==> config.mk <==
export PLATFORM = sky130hd
export DESIGN_NAME = pkt_bank_sched
export DESIGN_NICKNAME = d
export VERILOG_FILES = /design/src/rtl/eth_pkg.sv /design/src/rtl/bank_tracker.sv /design/src/rtl/pkt_bank_sched.sv
export SDC_FILE = /design/constraint.sdc
export NUM_CORES = 1
export LEC_CHECK = 0
export ABC_AREA = 1
export BUFFER_PORTS_ARGS = -buffer_cell sky130_fd_sc_hd__clkbuf_2
export CAP_MARGIN = 10
export CORE_ASPECT_RATIO = 0.75
export CORE_MARGIN = 5
export CORE_UTILIZATION = 25
export CTS_BUF_LIST = sky130_fd_sc_hd__clkbuf_2
export DETAILED_ROUTE_END_ITERATION = 8
export PLACE_DENSITY = 0.5
export SLEW_MARGIN = 20
export SYNTH_ARGS = -nofsm -noshare
export SYNTH_HDL_FRONTEND = slang
export SYNTH_SLANG_ARGS = --single-unit
==> constraint.sdc <==
create_clock -name clk -period 3.5 [get_ports clk]
set_input_delay 0.7 -clock clk [delete_from_list [all_inputs] [get_ports clk]]
set_output_delay 0.7 -clock clk [all_outputs]
set_load 0.005 [all_outputs]
==> src/rtl/eth_pkg.sv <==
// rtl/eth_pkg.sv - shared types and constants for the packet bank scheduler
package eth_pkg;

  typedef enum logic [1:0] {
    BANK_EMPTY,
    BANK_FILLING,
    BANK_FULL,
    BANK_PARSING
  } bank_status_t;

  typedef enum logic [1:0] {
    ST_IDLE,
    ST_KICK,
    ST_PARSE,
    ST_HANDOFF
  } sched_state_t;

  localparam int ADDR_W            = 9;
  localparam int PARSE_TIMEOUT_DEF = 1024;

  // Lowest-index empty bank; caller only uses it when some bank is empty.
  function automatic logic lowest_empty(input bank_status_t s0);
    return (s0 == BANK_EMPTY) ? 1'b0 : 1'b1;
  endfunction

endpackage

==> src/rtl/bank_tracker.sv <==
// rtl/bank_tracker.sv - per-bank status, receiver grant/overflow and FULL-bank age order
module bank_tracker
  import eth_pkg::*;
(
  input  logic clk,
  input  logic rst,
  input  logic rx_req,
  input  logic rx_done,
  input  logic pop,
  input  logic rel,
  input  logic rel_bank,
  output logic rx_grant,
  output logic rx_bank,
  output logic rx_overflow,
  output logic ovf_evt,
  output logic full_avail,
  output logic oldest_bank
);

  bank_status_t [1:0] status;
  logic [1:0] age_q;
  logic [1:0] age_cnt;
  logic [1:0] nq;
  logic [1:0] ncnt;
  logic       any_filling;
  logic       any_empty;
  logic       grant_ok;
  logic       grant_idx;
  logic       done_ok;
  logic       pop_ok;

  always_comb begin
    any_filling = (status[0] == BANK_FILLING) || (status[1] == BANK_FILLING);
    any_empty   = (status[0] == BANK_EMPTY) || (status[1] == BANK_EMPTY);
    grant_idx   = lowest_empty(status[0]);
    grant_ok    = rx_req && !any_filling && any_empty;
    ovf_evt     = rx_req && !grant_ok;
    done_ok     = rx_done && any_filling;
    full_avail  = (age_cnt != 2'd0);
    oldest_bank = age_q[0];
    pop_ok      = pop && full_avail;

    // Pop first, then append, so a same-cycle pop and push keep age order.
    nq   = age_q;
    ncnt = age_cnt;
    if (pop_ok) begin
      nq[0] = age_q[1];
      ncnt  = age_cnt - 2'd1;
    end
    if (done_ok) begin
      nq[ncnt[0]] = rx_bank;
      ncnt        = ncnt + 2'd1;
    end
  end

  always_ff @(posedge clk or posedge rst) begin
    if (rst) begin
      status[0]   <= BANK_EMPTY;
      status[1]   <= BANK_EMPTY;
      age_q       <= 2'b00;
      age_cnt     <= 2'd0;
      rx_grant    <= 1'b0;
      rx_bank     <= 1'b0;
      rx_overflow <= 1'b0;
    end else begin
      rx_grant    <= grant_ok;
      rx_overflow <= ovf_evt;
      if (grant_ok) begin
        status[grant_idx] <= BANK_FILLING;
        rx_bank           <= grant_idx;
      end
      // rx_bank names the filling bank until the next grant.
      if (done_ok)
        status[rx_bank] <= BANK_FULL;
      if (pop_ok)
        status[age_q[0]] <= BANK_PARSING;
      if (rel)
        status[rel_bank] <= BANK_EMPTY;
      age_q   <= nq;
      age_cnt <= ncnt;
    end
  end

endmodule

==> src/rtl/pkt_bank_sched.sv <==
// rtl/pkt_bank_sched.sv - two-bank receive scheduler: parser kick, timeout drop, consumer handoff
module pkt_bank_sched
  import eth_pkg::*;
#(
  parameter int PARSE_TIMEOUT = PARSE_TIMEOUT_DEF,
  parameter int CNT_W         = 16
) (
  input  logic              clk,
  input  logic              rst,
  input  logic              rx_req,
  input  logic              rx_done,
  output logic              rx_grant,
  output logic              rx_bank,
  output logic              rx_overflow,
  output logic              par_newpacket,
  output logic              par_bank,
  input  logic              par_start_read,
  input  logic [ADDR_W-1:0] par_last_addr,
  output logic              out_valid,
  input  logic              out_ready,
  output logic [ADDR_W-1:0] out_last_addr,
  output logic [CNT_W-1:0]  cnt_overflow,
  output logic [CNT_W-1:0]  cnt_drop
);

  localparam int TW = (PARSE_TIMEOUT > 1) ? $clog2(PARSE_TIMEOUT) : 1;
  localparam logic [TW-1:0] T_LAST = TW'(PARSE_TIMEOUT - 1);

  sched_state_t state;
  logic [TW-1:0] tcnt;
  logic pop;
  logic rel;
  logic ovf_evt;
  logic full_avail;
  logic oldest_bank;

  always_comb begin
    pop = (state == ST_IDLE) && full_avail && !out_valid;
    rel = (state == ST_PARSE) && (par_start_read || (tcnt == T_LAST));
  end

  bank_tracker u_bank_tracker (
    .clk         (clk),
    .rst         (rst),
    .rx_req      (rx_req),
    .rx_done     (rx_done),
    .pop         (pop),
    .rel         (rel),
    .rel_bank    (par_bank),
    .rx_grant    (rx_grant),
    .rx_bank     (rx_bank),
    .rx_overflow (rx_overflow),
    .ovf_evt     (ovf_evt),
    .full_avail  (full_avail),
    .oldest_bank (oldest_bank)
  );

  always_ff @(posedge clk or posedge rst) begin
    if (rst) begin
      state         <= ST_IDLE;
      tcnt          <= '0;
      par_newpacket <= 1'b0;
      par_bank      <= 1'b0;
      out_valid     <= 1'b0;
      out_last_addr <= '0;
      cnt_overflow  <= '0;
      cnt_drop      <= '0;
    end else begin
      par_newpacket <= 1'b0;
      if (ovf_evt && (cnt_overflow != '1))
        cnt_overflow <= cnt_overflow + CNT_W'(1);
      case (state)
        ST_IDLE: begin
          if (pop) begin
            par_bank      <= oldest_bank;
            par_newpacket <= 1'b1;
            state         <= ST_KICK;
          end
        end
        ST_KICK: begin
          tcnt  <= '0;
          state <= ST_PARSE;
        end
        ST_PARSE: begin
          // A start_read landing on the timeout cycle still wins.
          if (par_start_read) begin
            out_last_addr <= par_last_addr;
            out_valid     <= 1'b1;
            state         <= ST_HANDOFF;
          end else if (tcnt == T_LAST) begin
            if (cnt_drop != '1)
              cnt_drop <= cnt_drop + CNT_W'(1);
            state <= ST_IDLE;
          end else begin
            tcnt <= tcnt + TW'(1);
          end
        end
        ST_HANDOFF: begin
          if (out_valid && out_ready) begin
            out_valid <= 1'b0;
            state     <= ST_IDLE;
          end
        end
        default: state <= ST_IDLE;
      endcase
    end
  end

endmodule

; Word level (Yosys, flattened, before mapping)
; Cells that the tools add are included.
[totals]
register_bits = 67
latchBits = 0
ramBits = 0
rom_bits = 0
in_bits = 15
out_inout_bits = 47
word_cells = 121
n_memories = 0
[classes]
n_addsub = 5
mul = 0
div = 0
order_cmp = 10
n_eq_ne = 14
shift = 0
muxes = 33
bitwise = 10
reduce_logical = 33
[ops]
columns = cell, count
row1 = "adder 16 x 1 -> 16 bit, second input constant", 2
row2 = "!= test 16 bit, second input constant", 2
row3 = two-way mux 10 bit, 2
row4 = two-way mux 2 bit, 10
row5 = case mux 10 bit (2 select lines), 1
row6 = two-way mux 4 bit, 4
row7 = logical AND 1 bit, 15
row8 = "adder 10 x 1 -> 10 bit, second input constant", 1
row9 = "== test 10 bit, second input constant", 1
row10 = "less-than comparator 1 x 2 -> 1 bit, second input constant", 5
row11 = AND reduction 3 bit, 3
row12 = demux 2 bit (select 1 bit), 4
row13 = two-way mux 1 bit, 8
row14 = "!= test 2 bit, second input constant", 4
row15 = case mux 2 bit (4 select lines), 1
row16 = "== test 2 x 1 -> 1 bit, second input constant", 3
row17 = logical NOT 2 bit, 3
row18 = nonzero test 2 bit, 3
row19 = "greater-or-equal comparator 1 bit, second input constant", 5
row20 = bitwise AND 2 bit, 2
row21 = bitwise AND 4 bit, 1
row22 = "== test 2 bit, second input constant", 2
row23 = inverter 2 bit, 2
row24 = inverter 4 bit, 1
row25 = other kinds (14), 20

; Depth between registers and ports, before layout
[logic_depth]
word_depth = 15
mapped_depth = 11
depth_no_buf = 10

; Hierarchy
; A second synthesis with hierarchy kept.
[hier_totals]
cells_unflattened = 470
hier_area_um2 = 3692.3
[by_module_without_submodules]
columns = mod, n_inst, cells_per_inst, area_per_inst_um2, seq_area_each_um2
row1 = pkt_bank_sched, 1, 403, 3103.0, 1401.3
row2 = bank_tracker, 1, 67, 589.3, 275.3

; Worst setup path after synthesis
; No wires, ideal clock.
[synth_timing]
path_type = reg2reg
from = reg cnt_drop[0]
to = reg cnt_drop[3]
t_arrival_ns = 1.419
required_time_ns = 3.384
setup_slack_ns = 1.964
stages_incl_launch_ff = 12
path_buffers = 1
period_less_slack_ns = 1.536
cell_sequence = dfrtp_1 > ha_1 > inv_1 > nor2_4 > nand2_2 > nor2_2 > nor2_2 > nand2_4 > inv_4 > buf_6 > nand2_1 > nand2_1
[synth_via]
elab_chain_cells = 2
word_cells_on_any_way = 3
cone_classes = add/sub (1) / eq/ne (1) / reduce/logical (1)
[synth_lines]
columns = item, line
row1 = from (decl), pkt_bank_sched.sv:23  ; output logic [CNT_W-1:0] cnt_drop
row2 = from (signal assigned), pkt_bank_sched.sv:92  ; cnt_drop <= cnt_drop + CNT_W'(1);
row3 = branches (longest 2 deep; another with adder 16 x 1 -> 16 bit), --
; Parallel ways; which one is timed is not known.
; A chain may end at the register's enable or synchronous reset.

; Final worst setup path
[layout_timing]
from = reg tcnt[0]
to = reg tcnt[8]
[layout_via]
elab_chain_cells = 4
word_cells_on_any_way = 7
cone_classes = add/sub (1) / eq/ne (2) / mux (3) / reduce/logical (1)
[layout_lines]
columns = item, line
row1 = from (decl), pkt_bank_sched.sv:30  ; logic [TW-1:0] tcnt;
row2 = from (signal assigned), pkt_bank_sched.sv:95  ; tcnt <= tcnt + TW'(1);
row3 = adder 10 x 1 -> 10 bit, pkt_bank_sched.sv:95
row4 = two-way mux 10 bit, pkt_bank_sched.sv:90  ; end else if (tcnt == T_LAST) begin
row5 = two-way mux 10 bit, pkt_bank_sched.sv:86  ; if (par_start_read) begin
row6 = case mux 10 bit (2 select lines), pkt_bank_sched.sv:72  ; case (state)
; Several ways; a longest one is shown, not always the timed one. The select of a mux whose other input is x is not followed.

==> PnR_summary.wiki <==
{| class="wikitable"
! Metric !! Value
|-
| DIE HEIGHT || 115.0 µm
|-
| Critical R2R Launch || tcnt[0]
|-
| Global-route wire length before repair || 14570 µm
|-
| Register area share after synthesis || 45.66%
|-
| WS Path Type || flop to flop
|-
| Overall die width || 150.0 µm
|-
| Pins over their slew limit || 0
|-
| Number of port buffers || 61
|-
| Setup TNS || 0 ps
|-
| Total vias in the final route || 3150
|-
| Reported leakage power || 2.129 nW
|-
| Netlist area before placement || 3672 µm²
|-
| Yosys warns || 0
|-
| Antenna fix cells || 0
|-
| Post-CTS Setup Repair Bufs || 0
|-
| Worst IR drop on VDD || 184.4 µV
|-
| Maximum level of the CTS H-tree || 3
|-
| Worst-margin pin slew || 601.0 ps
|-
| Buffer depth of the longest clock path || 2
|-
| Remaining max-slew budget at the tightest pin || 59.88%
|-
| Most common cell after layout, fill and taps aside || nand2_1
|-
| Distinct cell type count of the synthesized netlist || 29
|-
| Peak Freq || 511.2 MHz
|-
| Final setup violation count || 0
|-
| Ports || 62
|-
| Portion of the clock cycle consumed by the worst path in the final layout || 55.89%
|-
| Arrival time at the worst endpoint || 2370 ps
|-
| Largest net degree at the start of global routing || 29
|-
| Hold buffer count at cts || 0
|-
| CP cell instances || ha_1 -> inv_1 -> nor2_4 -> nand3_2 -> nand2_1 -> nand2_1 -> inv_1 -> o21ai_0
|-
| Post-DP HPWL || 6534 µm
|-
| Total Routing Usage GR || 10.66%
|-
| Cts repair resizes || 0
|-
| Initial antenna violation count || 0
|-
| Cell at the slowest stage of the critical path || dfrtp_1
|-
| Class of the worst hold path || input port to asynchronous set/reset pin
|-
| Residual DRC || 0
|-
| Number of DRC markers in iteration 0 || 147
|-
| Avg Cell Area, Syn || 7.683 µm²
|-
| Clock Skews || 40.36 ps
|-
| Area of the core region || 14450 µm²
|-
| Drt via density || 4.194
|-
| Critical path endpoint category || flop
|-
| Clock tree from TritonCTS || done
|-
| CP startpoint || tcnt[0]
|-
| Latest clock arrival within the worst-skew pair || 560 ps
|-
| Maximum cell stage delay along the critical path || 470 ps
|-
| Initial standard-cell utilization of the core || 25.41%
|-
| Critical path startpoint category || flop
|-
| Unrepaired setup endpoints after global routing || no
|-
| Final layout net count || 566
|-
| Highest-count cells in the layout ignoring fill and taps || nand2_1 (187), clkbuf_2 (71), dfrtp_1 (67)
|-
| Pwr Density || 562.1 nW/µm²
|-
| DR pass1 iterations || 6
|-
| Synth Instances || 478
|-
| Wire per inst || 11.49 µm
|-
| Max Cap Violations || 0
|-
| Antenna violation net count after detailed routing || 0
|-
| Crit path max fanout || 11
|-
| Layout cells sized above 1 || 20.15%
|-
| Via count of the first global-routing pass || 3002
|-
| Syn Nets || 498
|-
| Total power of the final layout || 2.432 mW
|-
| Total number of clock tree sinks || 67
|-
| Layout overhead on the synthesized area || 17.82%
|-
| Floorplan row count || 38
|-
| GR Overflow Total || 0
|-
| Hold violation total from the final report || 0
|-
| CP Data Required Time || 3920 ps
|-
| Cell at the root of the clock tree || clkbuf_2
|-
| Die Outline Area || 17240 µm²
|-
| Clk slew on worst S/H paths || 230 ps
|-
| FF+latch count, synth || 67
|-
| Final GP Congestion || 0.8094
|-
| Routed Wire Length || 8627 µm
|-
| Run status || finished clean
|-
| Clock buffer count from CTS || 9
|-
| Final period demand of the worst path || 1956 ps
|}
==> report_power, final <==
group	total (mW)	switching [mW]	internal, mW
clock network	0.548	0.308	0.240
registers	1.11	0.152	0.959
logic	0.773	0.464	0.309
==> sequential cells by signal (all words and copies together), names as in the netlist <==
signal / cells
cnt_drop: 16
cnt_overflow: 16
tcnt: 10
out_last_addr: 9
u_bank_tracker.status: 4
state: 2
u_bank_tracker.age_cnt: 2
u_bank_tracker.age_q: 2
out_valid: 1
par_bank: 1
par_newpacket: 1
u_bank_tracker.rx_bank: 1
u_bank_tracker.rx_grant: 1
u_bank_tracker.rx_overflow: 1
==> area by class of cell <==
type | count | area, µm²
Tap cell | 200 | 250.2
Clock inverter | 6 | 90.09
Inverter | 50 | 190.2
Fill cell | 1585 | 10130
Timing Repair Buffer | 63 | 320.3
Multi-Input combinational cell | 355 | 1749
Clock buffer | 10 | 50.05
Sequential cell | 67 | 1677
==> logic make-up after synthesis <==
family                   Yosys count  share of synthesized area, %
multiplexers                       9                         2.760
AO/OA/AOI/OAI                     28                         4.566
XOR/XNOR                          24                         5.724
AND/OR/NAND/NOR                  289                         32.88
adder cells (fa/ha/maj)            5                         1.704
flip-flops                        67                         45.66
buffers and inverters             56                         6.712
==> stage by stage <==
step / utilization (%) / area (µm²) / worst slack (ps) / hold slack (ps) / std cells
3_3_place_gp: 28.96 / 4187 / 1591 / 490.3 / 735
6_report: 29.93 / 4327 / 1544 / 150.7 / 751
4_1_cts: 29.93 / 4327 / 1487 / 108.4 / 751
2_1_floorplan: - / 3672 / 1117 / 489.7 / 478
5_1_grt: 29.93 / 4327 / 1318 / 132.2 / 751
3_5_place_dp: 28.96 / 4187 / 1537 / 495.7 / 735
==> per-layer routing <==
layer | vias to the layer above | global-route usage [%] | share of wire [%]
met3 | 9 | 4.019 | 4.2
met4 | 0 | 2.681 | 0.93
met1 | 1472 | 14.62 | 51
met5 | - | 0 | 0
met2 | 39 | 15.93 | 44
li1 | 1630 | - | -
==> synth_stat cells <==
master	instances	area, µm²
nand2_1	187	701.9
dfrtp_1	67	1677
inv_1	47	176.4
nor2_1	44	165.2
nand3_1	29	145.1
xnor2_1	18	157.7
o21ai_0	17	85.08
mux2_2	9	101.4
nor3_1	8	40.04
nand4_1	6	37.54
xor2_1	6	52.55
ha_1	5	62.56
nor2_2	5	31.28
nand2_2	4	25.02
o21ai_2	4	35.03
a21oi_1	3	15.01
buf_4	3	22.52
buf_6	3	33.78
nor2_4	3	33.78
a21boi_1	1	7.510
a31o_2	1	8.760
clkinv_1	1	3.750
inv_2	1	3.750
inv_4	1	6.260
nand2_4	1	11.26
nand3_2	1	10.01
o21bai_1	1	7.510
o221ai_1	1	8.760
or2_2	1	6.260
==> critical path, delay by kind of cell, from the launching register on <==
family,cells,cell delay (ps)
AND/OR/NAND/NOR,4,740
adder cells (fa/ha/maj),1,190
AO/OA/AOI/OAI,1,130
flip-flops,1,470
buffers and inverters,2,300
==> final timing paths <==
kind,endpoint,slack (ps),cells after the start
worst max-delay path,tcnt[8],1540,8
worst min-delay path,cnt_overflow[0],150,2
worst max register to register,tcnt[8],1540,8
worst min register to register,out_last_addr[7],530,1
max in group asynchronous,tcnt[1],2560,3
min in group clk,out_last_addr[3],370,2
No activity file was read; power rests on OpenSTA's default activity.
